## src/rtl/pipeline_fetch_queue.sv

```systemverilog
// pipeline_fetch_queue
// Producing end of the fetch->decode interface. Issues in-order word reads to
// instruction memory, buffers the returned words in a small prefetch queue and
// presents one instruction per cycle to decode. Handles the decode redirect
// (including the MIPS branch delay slot) and tags every instruction with a
// 1-bit fetch epoch so stale responses and hazard logic can tell streams apart.
//
// Ports
//   clock, reset          single clock; synchronous active-high reset
//   stallOnDecode         decode cannot accept; output register holds
//   jumpEnabled/jumpValue redirect request and target PC from decode
//   imemReq*              read request channel (valid/ready, word address)
//   imemResp*             read data, returned strictly in request order
//   fetch*                presented instruction: PC, epoch, word, bubble flag
module pipeline_fetch_queue #(
    parameter int          QUEUE_DEPTH = 4,
    parameter logic [31:0] RESET_PC    = 32'h0000_3000
) (
    input  logic        clock,
    input  logic        reset,
    input  logic        stallOnDecode,
    input  logic        jumpEnabled,
    input  logic [31:0] jumpValue,
    output logic        imemReqValid,
    input  logic        imemReqReady,
    output logic [31:0] imemReqAddress,
    input  logic        imemRespValid,
    input  logic [31:0] imemRespData,
    output logic [31:0] fetchProgramCounter,
    output logic        fetchChangedTimes,
    output logic [31:0] fetchInstruction,
    output logic        fetchBubbled
);

    localparam int PTR_W = $clog2(QUEUE_DEPTH);
    localparam int CNT_W = PTR_W + 1;
    localparam logic [CNT_W-1:0] CNT_ONE   = CNT_W'(1'b1);
    localparam logic [PTR_W-1:0] PTR_ONE   = PTR_W'(1'b1);
    localparam logic [CNT_W:0]   CREDIT_MAX = (CNT_W + 1)'(QUEUE_DEPTH);

    typedef enum logic [0:0] {
        NORMAL     = 1'b0,
        DELAY_SLOT = 1'b1
    } fetchState_t;

    fetchState_t      state_r;
    logic [31:0]      fetchPc_r;
    logic [31:0]      pendingTarget_r;
    logic             epoch_r;
    logic [CNT_W-1:0] inFlight_r;
    logic [CNT_W-1:0] queueCount_r;
    logic [PTR_W-1:0] qHead_r;
    logic [PTR_W-1:0] qTail_r;
    logic [PTR_W-1:0] tagWr_r;
    logic [PTR_W-1:0] tagRd_r;

    // Storage carries no reset: validity is tracked by the counters/pointers.
    logic [31:0] qPc_r      [QUEUE_DEPTH];
    logic        qEpoch_r   [QUEUE_DEPTH];
    logic [31:0] qData_r    [QUEUE_DEPTH];
    logic        tagEpoch_r [QUEUE_DEPTH];
    logic [31:0] tagPc_r    [QUEUE_DEPTH];

    logic [31:0] outPc_r;
    logic        outChanged_r;
    logic [31:0] outInstr_r;
    logic        outBubbled_r;

    logic        reqValid_s;
    logic        issueFire_s;
    logic        respFire_s;
    logic        respMatch_s;
    logic        queueNonEmpty_s;
    logic        loadHead_s;
    logic        loadBubble_s;
    logic        redirect_s;
    logic        enterDelay_s;
    logic [31:0] redirectTarget_s;
    logic        pushQueue_s;

    // Credit check: requests in flight plus buffered words never exceed the queue depth.
    always_comb begin
        reqValid_s  = !reset &&
                      (({1'b0, inFlight_r} + {1'b0, queueCount_r}) < CREDIT_MAX);
        issueFire_s = reqValid_s && imemReqReady;
        // Responses with nothing outstanding belong to a pre-reset stream.
        respFire_s  = imemRespValid && (inFlight_r != '0);
        respMatch_s = respFire_s && (tagEpoch_r[tagRd_r] == epoch_r);
        queueNonEmpty_s = (queueCount_r != '0);
    end

    // Output/redirect decision for this cycle.
    always_comb begin
        loadHead_s       = 1'b0;
        loadBubble_s     = 1'b0;
        redirect_s       = 1'b0;
        enterDelay_s     = 1'b0;
        redirectTarget_s = pendingTarget_r;
        case (state_r)
            NORMAL: begin
                if (stallOnDecode) begin
                    loadHead_s = 1'b0;
                end else if (jumpEnabled) begin
                    if (queueNonEmpty_s) begin
                        // Head is the delay slot; the rest of the queue is wrong-path.
                        loadHead_s       = 1'b1;
                        redirect_s       = 1'b1;
                        redirectTarget_s = jumpValue;
                    end else begin
                        // Delay slot not fetched yet: remember the target and wait for it.
                        loadBubble_s = 1'b1;
                        enterDelay_s = 1'b1;
                    end
                end else if (queueNonEmpty_s) begin
                    loadHead_s = 1'b1;
                end else begin
                    loadBubble_s = 1'b1;
                end
            end
            DELAY_SLOT: begin
                if (!stallOnDecode && queueNonEmpty_s) begin
                    loadHead_s       = 1'b1;
                    redirect_s       = 1'b1;
                    redirectTarget_s = pendingTarget_r;
                end else if (!stallOnDecode) begin
                    loadBubble_s = 1'b1;
                end else begin
                    loadHead_s = 1'b0;
                end
            end
            default: begin
                loadBubble_s = 1'b1;
            end
        endcase
        // A word arriving during a redirect belongs to the abandoned path.
        pushQueue_s = respMatch_s && !redirect_s;
    end

    // Control state, counters and pointers.
    always_ff @(posedge clock) begin
        if (reset) begin
            state_r         <= NORMAL;
            fetchPc_r       <= RESET_PC;
            pendingTarget_r <= RESET_PC;
            epoch_r         <= 1'b0;
            inFlight_r      <= '0;
            queueCount_r    <= '0;
            qHead_r         <= '0;
            qTail_r         <= '0;
            tagWr_r         <= '0;
            tagRd_r         <= '0;
        end else begin
            if (redirect_s) begin
                fetchPc_r <= redirectTarget_s;
                epoch_r   <= ~epoch_r;
                state_r   <= NORMAL;
            end else if (issueFire_s) begin
                fetchPc_r <= fetchPc_r + 32'd4;
            end
            if (enterDelay_s) begin
                state_r         <= DELAY_SLOT;
                pendingTarget_r <= jumpValue;
            end
            case ({issueFire_s, respFire_s})
                2'b10:   inFlight_r <= inFlight_r + CNT_ONE;
                2'b01:   inFlight_r <= inFlight_r - CNT_ONE;
                default: inFlight_r <= inFlight_r;
            endcase
            if (issueFire_s) tagWr_r <= tagWr_r + PTR_ONE;
            if (respFire_s)  tagRd_r <= tagRd_r + PTR_ONE;
            if (redirect_s) begin
                queueCount_r <= '0;
                qHead_r      <= '0;
                qTail_r      <= '0;
            end else begin
                if (pushQueue_s) qTail_r <= qTail_r + PTR_ONE;
                if (loadHead_s)  qHead_r <= qHead_r + PTR_ONE;
                case ({pushQueue_s, loadHead_s})
                    2'b10:   queueCount_r <= queueCount_r + CNT_ONE;
                    2'b01:   queueCount_r <= queueCount_r - CNT_ONE;
                    default: queueCount_r <= queueCount_r;
                endcase
            end
        end
    end

    // Request tag/PC FIFO and prefetch queue storage.
    always_ff @(posedge clock) begin
        if (issueFire_s) begin
            tagEpoch_r[tagWr_r] <= epoch_r;
            tagPc_r[tagWr_r]    <= fetchPc_r;
        end
        if (pushQueue_s) begin
            qPc_r[qTail_r]    <= tagPc_r[tagRd_r];
            qEpoch_r[qTail_r] <= tagEpoch_r[tagRd_r];
            qData_r[qTail_r]  <= imemRespData;
        end
    end

    // Output register towards decode; a bubble keeps the previous PC.
    always_ff @(posedge clock) begin
        if (reset) begin
            outPc_r      <= RESET_PC;
            outChanged_r <= 1'b0;
            outInstr_r   <= 32'h0;
            outBubbled_r <= 1'b1;
        end else if (loadHead_s) begin
            outPc_r      <= qPc_r[qHead_r];
            outChanged_r <= qEpoch_r[qHead_r];
            outInstr_r   <= qData_r[qHead_r];
            outBubbled_r <= 1'b0;
        end else if (loadBubble_s) begin
            outChanged_r <= epoch_r;
            outInstr_r   <= 32'h0;
            outBubbled_r <= 1'b1;
        end else begin
            outBubbled_r <= outBubbled_r;
        end
    end

    assign imemReqValid        = reqValid_s;
    assign imemReqAddress      = fetchPc_r;
    assign fetchProgramCounter = outPc_r;
    assign fetchChangedTimes   = outChanged_r;
    assign fetchInstruction    = outInstr_r;
    assign fetchBubbled        = outBubbled_r;

endmodule

```

## config.mk

```make
export PLATFORM = sky130hd
export DESIGN_NAME = pipeline_fetch_queue
export DESIGN_NICKNAME = d
export VERILOG_FILES = /design/src/rtl/pipeline_fetch_queue.sv
export SDC_FILE = /design/constraint.sdc
export NUM_CORES = 1
export LEC_CHECK = 0
export BUFFER_PORTS_ARGS = -buffer_cell sky130_fd_sc_hd__clkbuf_2
export CAP_MARGIN = 20
export CORE_MARGIN = 2
export CORE_UTILIZATION = 53
export DETAILED_ROUTE_END_ITERATION = 7
export PLACE_DENSITY = 0.83
export RECOVER_POWER = 100
export SYNTH_ARGS = -nofsm -noshare
export SYNTH_HDL_FRONTEND = slang
export SYNTH_SLANG_ARGS = --single-unit
```

## constraint.sdc

```tcl
create_clock -name clock -period 3.5 [get_ports clock]
set_input_delay 0.175 -clock clock [delete_from_list [all_inputs] [get_ports clock]]
set_output_delay 0.175 -clock clock [all_outputs]
set_load 0.01 [all_outputs]
```

# After elaboration in Yosys (flattened, before gate mapping)
# Memories as Yosys holds them, arrays and structs flattened. A register that Yosys moved wholly into a read port is not among the register bits.
# Index checks and enable logic that the tools add are counted.
# totals
n_memories,5
mem_bits_rw,392
output_inout_bits,99
reg_bits,114
# mem_list
name,depth,width,read_ports,rd_ports_with_merged_regs,write_ports,line_no,rtl
qData_r,4,32,1,1,1,60,logic [31:0] qData_r [QUEUE_DEPTH];
qPc_r,4,32,1,1,1,58,logic [31:0] qPc_r [QUEUE_DEPTH];
tagPc_r,4,32,1,1,1,62,logic [31:0] tagPc_r [QUEUE_DEPTH];
qEpoch_r,4,1,1,1,1,59,logic qEpoch_r [QUEUE_DEPTH];
tagEpoch_r,4,1,1,1,1,61,logic tagEpoch_r [QUEUE_DEPTH];
# classes
magnitude_cmp,1
n_mux,43
n_reduce_logical,17
add_sub_neg,10
eq_ne,5
bitwise,2
# op_table
op,n
$mux W32,7
$pmux W32 S2,1
$add A32 B3 Y32 const B,1
$mux W1,22
$mux W2,8
$pmux W3 S2,2
$reduce_bool A2 Y1,5
$add A2 B1 Y2 const B,4
$add A3 B1 Y3 const B,2
$logic_and A1 B1 Y1,6
$pmux W1 S2,3
$reduce_bool A3 Y1,2
$sub A3 B1 Y3 const B,2
$add A3 B3 Y4,1
$eq A2 B1 Y1 const B,2
$eq A2 B2 Y1 const B,2
$lt A4 B3 Y1 const B,1
$logic_not A1 Y1,3
$not A1 Y1,2
$reduce_or A2 Y1,1
$eq A1 B1 Y1,1

# Depth between registers and ports, before layout
# Gate-level depths: netlist of run 1.
# depth
word_depth,9
mapped_depth,13
ltp_nobuf,11

# Least setup slack after synthesis of run 1
# OpenSTA, ideal clock, no wires.
# synth_path
path_kind,flip-flop to flip-flop
startpoint,register with a tool-made name
endpoint,memory qData_r[0][0] (enable)
setup_ps,430
required_ps,3070
stages_incl_launch_ff,7
path_slack_ps,26
t_arrival_ps,3044
cell_sequence,dfxtp_1 > buf_2 > mux4_2 > xnor2_1 > and3_1 > clkbuf_1 > and2_1
# synth_rtl
element,line_no
to (decl),60

# Worst setup path in the final report of run 1
# layout_path
startpoint,register queueCount_r[2]
endpoint,memory qPc_r[0][2] (enable)
# layout_between
elab_chain_len,9
word_cells_on_any_way,11
classes_between,mux (7); reduce/logical (4)
# layout_lines
element,line_no,rtl
from (decl),51,logic [CNT_W-1:0] queueCount_r;
from (signal assigned),179,2'b10: queueCount_r <= queueCount_r + CNT_ONE;
from (signal assigned),180,2'b01: queueCount_r <= queueCount_r - CNT_ONE;
from (signal assigned),181,default: queueCount_r <= queueCount_r;
$reduce_bool A3 Y1 *,89,queueNonEmpty_s = (queueCount_r != '0);
$mux W1,104,if (queueNonEmpty_s) begin
$mux W1,103,end else if (jumpEnabled) begin
$mux W1,101,if (stallOnDecode) begin
$pmux W1 S2 *,99,case (state_r)
$logic_not A1 Y1 *,136,pushQueue_s = respMatch_s && !redirect_s;
$logic_and A1 B1 Y1 *,136,
$mux W1 *,193,if (pushQueue_s) begin
$mux W1 (not written as such) *,194,qPc_r[qTail_r] <= tagPc_r[tagRd_r];
to (decl),58,
# Every way passes the cells marked *; elsewhere a longest branch is shown, timed or not.

==> results of run 1 <==
per-stage QoR:
stage | std cells | worst slack (ns) | power, mW | utilization [%]
finish | 2034 | 0.546 | 16.0 | 63.8
floorplan | 1230 | 0.0263 | 9.64 | -
CTS | 2033 | 0.689 | 16.2 | 64.4
detailed placement | 1871 | 0.711 | 10.5 | 58.0
global route | 2034 | 0.348 | 16.6 | 63.8
global placement | 1871 | 0.818 | 10.4 | 58.0
cells by family after synthesis:
| family | Yosys count | synth area share [%] |
|---|---|---|
| flops | 542 | 72.5 |
| fa+ha+maj | 15 | 0.994 |
| buf+inv | 89 | 1.96 |
| simple gates | 277 | 6.36 |
| mux | 112 | 11.5 |
| xor+xnor | 41 | 1.76 |
| compound gates | 154 | 4.95 |
layout by cell type, fill, tap and decap left out, types with 19 or more instances in the layout:
| cell type | instances |
|---|---|
| a21oi_1 | 75 |
| a22o_1 | 32 |
| buf_4 | 19 |
| clkbuf_1 | 143 |
| clkbuf_16 | 53 |
| clkbuf_2 | 41 |
| dfxtp_1 | 148 |
| dlygate4sd3_1 | 66 |
| edfxtp_1 | 392 |
| mux4_2 | 98 |
| nand2_1 | 176 |
| nor2_1 | 24 |
| xnor2_1 | 21 |
| xor2_1 | 20 |
flip-flops by register name, summed over array words and instances, names as in the netlist, 3 cells and up, named ones only:
register             cells
tagEpoch_r               4
fetchInstruction        32
qPc_r                  128
qEpoch_r                 4
qData_r                128
fetchProgramCounter     32
pendingTarget_r         32
queueCount_r             3
inFlight_r               3
tagPc_r                128
imemReqAddress          32
per-layer routing:
layer  part of all wire (%)  up-vias
li1                       -     5222
met3                    7.3       80
met5                      0        -
met4                    2.2        0
met1                     40     5866
met2                     50      503
power breakdown:
group          internal [mW]  switching (mW)  total (mW)
clock                   3.33            2.33        5.66
combinational           1.09            1.39        2.48
sequential              7.58           0.303        7.88
total                   12.0            4.02        16.0
worst max-delay path, cell delays in order, from the launching register on:
cell	delay, ns
dfxtp_1	0.34
or3_1	0.47
nand2_1	0.09
buf_4	0.22
and3_1	0.33
and2_1	0.94
buf_12	0.26
final cells by class:
class | count | area (µm²)
Multi-Input combinational cell | 599 | 5170
Timing Repair Buffer | 269 | 1670
Fill cell | 2610 | 13700
Sequential cell | 542 | 14800
Clock inverter | 29 | 319
Inverter | 17 | 63.8
Tap cell | 511 | 639
Clock buffer | 67 | 1430
final timing paths:
path                           start                      end  cells after the start
max                  queueCount_r[2]              qPc_r[0][2]                      6
min                     imemReqReady        imemReqAddress[4]                      5
max reg2reg          queueCount_r[2]              qPc_r[0][2]                      6
min reg2reg  fetchProgramCounter[19]  fetchProgramCounter[19]                      2
==> impl_results.md, run 1 <==
* Iter 0 DRT Violations at 873
* Post-synth top cells: edfxtp_1, nand2_1, dfxtp_1
* Routed WL at 43600 µm
* M2 GR Usage at 36.7%
* Core ar. at 37800 µm²
* Nets at 1565
* WHS at 0.140 ns
* Vias in the first global route at 11938
* Finished Cell Area at 24100 µm²
* Post-route minimum period at 2.95 ns
* Fmax at 0.339 GHz
* Clock Skew at 0.0201 ns
* Yosys warning total at 0
* Pre-antenna DRT Iters at 5
* Initial antenna violation count at 0
* Clock Path Buffers at 3
* Seq/Total Area, Yosys at 72.5%
* Top post-synthesis cells by area: edfxtp_1, dfxtp_1, mux4_2
* RSZ-0062 raised after global routing: false
* CTS tree: built
* H-tree Lvls at 2
* Slew HR at -27.9%
* Critical path peak fanout at 18
* Flop2flop setup slack at 0.55 ns
* Largest net degree at the start of global routing at 66
* Setup crit start kind: flop
* Residual DRC count at 0
* Detailed Place HPWL at 27200 µm
* IO Pins at 169
* #FFs+latches synth at 542
* Area Overhead vs Synth at 18.1%
* Syn nets at 1315
* Post-synth top flop: edfxtp_1
* Kind of critical path: flop to flop
* Latest clock arrival within the worst-skew pair at 0.58 ns
* Final TNS setup at 0 ns
* Die footprint at 40100 µm²
* Critical Path RT at 3.77 ns
* TritonCTS buffer count at 51
* Pwr Density at 665 nW/µm²
* Via Count at 11671
* CP arrival at 3.23 ns
* M1 GR Usage at 29.6%
* Hold_buf cts at 66
* Final setup fails at 0
* Ys async rst share at 0%
* Peak supply drop at 0.000438 V
* GR peak layer: met2
* Post-synthesis instance total at 1230
* Hold WC Path Type: primary input to flop
* Status: finished, violations left
* GRT Overall Usage at 21.9%
* GPL Wtd Cong at 0.802
* Die height at 200 µm
* Routed wire per std cell at 21.5 µm
* Die width at 200 µm
* Avg Vias per Cell at 5.74
* Number of flops mapped to enable cells by yosys at 392
* Avg Synthesized Cell Area at 16.6 µm²
* Maxcap violations at 2
* Area of placed instances at 21900 µm²
* Row count at 71
* First-pass GRT wire length at 67900 µm
* IO buf count at 168
* Final Max Tran Viols at 68
* Most instantiated library cell after synthesis: edfxtp_1
* Period utilization at 84.4%
* Failing checks: capacitance limit, slew limit
* Slew @ Worst Pin at 1.92 ns
* DRT antenna net count at 0
* GRT overflow at 0
* Synth top area share at 57.7%
* Cell Area, Synth at 20400 µm²
* Met3 Resource Use GR at 3.81%
* Post-CTS Setup Inserts at 0
* N_diodes at 0
* Layout cells sized above 1 at 17.7%
* Synth cell types at 55
* Setup crit end kind: flop
* Sinks on the clock net at 542
* Cts repair resizes at 0
* Clock-pin slew on the worst setup and hold paths at 0.06 ns
* Starting density of the core at 54.0%
* Post-synth top area cell: edfxtp_1
* Hold Fails Final Rpt at 0
* Leak at 7.75 nW
* CTS Root Cell: clkbuf_16
(Power assumes the default switching activity.)
==> run 2, diff against run 1 <==
==> constraint.sdc (replaced) <==
create_clock -name clock -period 2.7 [get_ports clock]
set_input_delay 0.135 -clock clock [delete_from_list [all_inputs] [get_ports clock]]
set_output_delay 0.135 -clock clock [all_outputs]
set_load 0.01 [all_outputs]
==> run 2 against run 1 <==
Against the previous run:
- the run now ends clean
- die area unchanged
- combinational power increased by 33%
- setup slack got worse by 0.45 ns
- global-route usage grew 0.53 points
- cell area increased by 0.12%
- clock power rose by 25%
- sequential share of layout area down 0.068 points
- critical endpoint is now qPc_r[3][17]
- largest cell class unchanged
==> impl_results.md, run 2 (synthesis results as in run 1) <==
* Status: complete, no violations
* Die height at 200 µm
* Avg Vias per Cell at 5.73
* Period utilization at 96.3%
* TritonCTS buffer count at 52
* Via Count at 11754
* Pre-antenna DRT Iters at 5
* Layout Cells excl Fill at 2053
* Die width at 200 µm
* Clock Skew at 0.0301 ns
* Slew HR at 15.4%
* Iter 0 DRT Violations at 805
* Clock Path Buffers at 3
* Hold worst-path end: imemReqAddress[4]
* Hold path startpoint: reset
* Pwr Density at 854 nW/µm²
* Switching part of the total at 25.9%
* Sw power at 5.34 mW
* Detailed Place HPWL at 27400 µm
* Final Power at 20.6 mW
* Combinational group share of total power at 16.1%
* Maxcap violations at 0
* H-tree Lvls at 2
* Vias in the first global route at 12147
* Fill count at 2652
* Hold Fails Final Rpt at 0
* GRT overflow at 0
* Int Pwr at 15.2 mW
* Largest regs: qData_r x128, qPc_r x128, tagPc_r x128
* DRT antenna net count at 0
* Clock power frac at 34.4%
* Kind of critical path: flop to flop
* Sinks on the clock net at 542
* FF-to-FF path depth at 7
* Critical Path RT at 2.98 ns
* Final setup fails at 0
* CTS Root Cell: clkbuf_16
* Area Overhead vs Synth at 18.2%
* GR peak layer: met2
* M2 GR Usage at 38.2%
* Setup crit start kind: flop
* Clock-pin slew on the worst setup and hold paths at 0.06 ns
* N_diodes at 0
* RSZ-0062 raised after global routing: false
* Latest clock arrival within the worst-skew pair at 0.61 ns
* R2r endpoint: qPc_r[3][17]
* Placed cells at 1887
* IO buf count at 168
* Sequential power share at 49.5%
* Critical path peak fanout at 11
* Leak at 7.74 nW
* Largest net degree at the start of global routing at 93
* Hold WC Path Type: primary input to flop
* Residual DRC count at 0
* GRT Overall Usage at 22.4%
* Critical R2R Launch: tagEpoch_r[2]
* Post-route minimum period at 2.60 ns
* Die footprint at 40100 µm²
* Most frequent cells in the layout: edfxtp_1, nand2_1, clkbuf_1, dfxtp_1, mux4_2
* GPL Wtd Cong at 0.839
* Routed WL at 44500 µm
* Fmax at 0.384 GHz
* First-pass GRT wire length at 69400 µm
* Initial antenna violation count at 0
* Setup crit end kind: flop
* CP arrival at 2.88 ns
* M1 GR Usage at 29.5%
* Routed wire per std cell at 21.7 µm
* Core ar. at 37800 µm²
* Peak supply drop at 0.000573 V
* Layout cells sized above 1 at 18.6%
* Starting density of the core at 54.0%
* Hold path depth at 6
* Row count at 71
* Final Max Tran Viols at 0
* Final TNS setup at 0 ns
* Flop2flop setup slack at 0.1 ns
* CTS tree: built
* IO Pins at 169
* Commonest non-fill, non-tap cell in the layout: edfxtp_1
* Slew @ Worst Pin at 1.27 ns
* Met3 Resource Use GR at 4.47%
* Nets at 1584
==> run 2: how the worst max path moves through the flow <==
stage	from	to	slack (ns)	cells past startpoint
3_5_place_dp	tagEpoch_r[2]	queueCount_r[2]	0.16	11
2_1_floorplan	flop	qData_r[0][0]	-0.07	6
6_report	tagEpoch_r[2]	qPc_r[3][17]	0.1	7
5_1_grt	tagEpoch_r[3]	qPc_r[3][6]	0.02	7
3_3_place_gp	flop	queueCount_r[2]	0.24	11
4_1_cts	tagEpoch_r[0]	queueCount_r[2]	0.08	11
==> run 2: area by class of cell <==
type	count	area, µm²	share of cell area (%)
clock buffers	71	1410	5.86
clock inverters	26	282	1.17
inverters	17	63.8	0.265
multi-input cells	599	5200	21.6
flip-flops and latches	542	14800	61.3
well taps	511	639	2.65
repair buffers	287	1730	7.17
==> run 2: stage by stage <==
step	utilization [%]	hold slack, ns	instance area [µm²]	setup slack (ns)
floorplan	-	0.234	20400	-0.0674
global placement	58.4	0.349	22100	0.236
detailed placement	58.4	0.356	22100	0.158
CTS	64.7	0.0456	24400	0.0838
global route	63.8	0.104	24100	0.0193
finish	63.8	0.0852	24100	0.0988
==> run 2: power by group through the flow <==
stage	sequential [mW]	combinational [mW]	clock (mW)
final	10.2	3.30	7.08
after detailed placement	10.3	3.29	0
after CTS	10.2	3.41	7.21
after global placement	10.3	3.19	0
after floorplan	10.3	2.18	0
after global routing	10.2	3.58	7.54
==> run 2: per-layer routing <==
| layer | wire, µm | vias to the layer above |
|---|---|---|
| met5 | 0 | - |
| met4 | 974 | 0 |
| met3 | 3160 | 80 |
| met2 | 22300 | 487 |
| met1 | 18000 | 5921 |
| li1 | - | 5266 |
==> run 2: what timing repair did <==
item	in CTS	in global routing
setup buffers	0	2
endpoints found under the setup margin	0	1
gates resized for setup	0	3
hold endpoints to repair	193	0
hold buffers	67	0
==> run 2: critical path, stage by stage, from the launching register on <==
cell      delay, ns
edfxtp_1       0.37
mux4_2         0.53
xnor2_1        0.17
and3_1         0.22
clkbuf_4       0.15
buf_4          0.13
and2_2         0.35
clkbuf_2       0.36
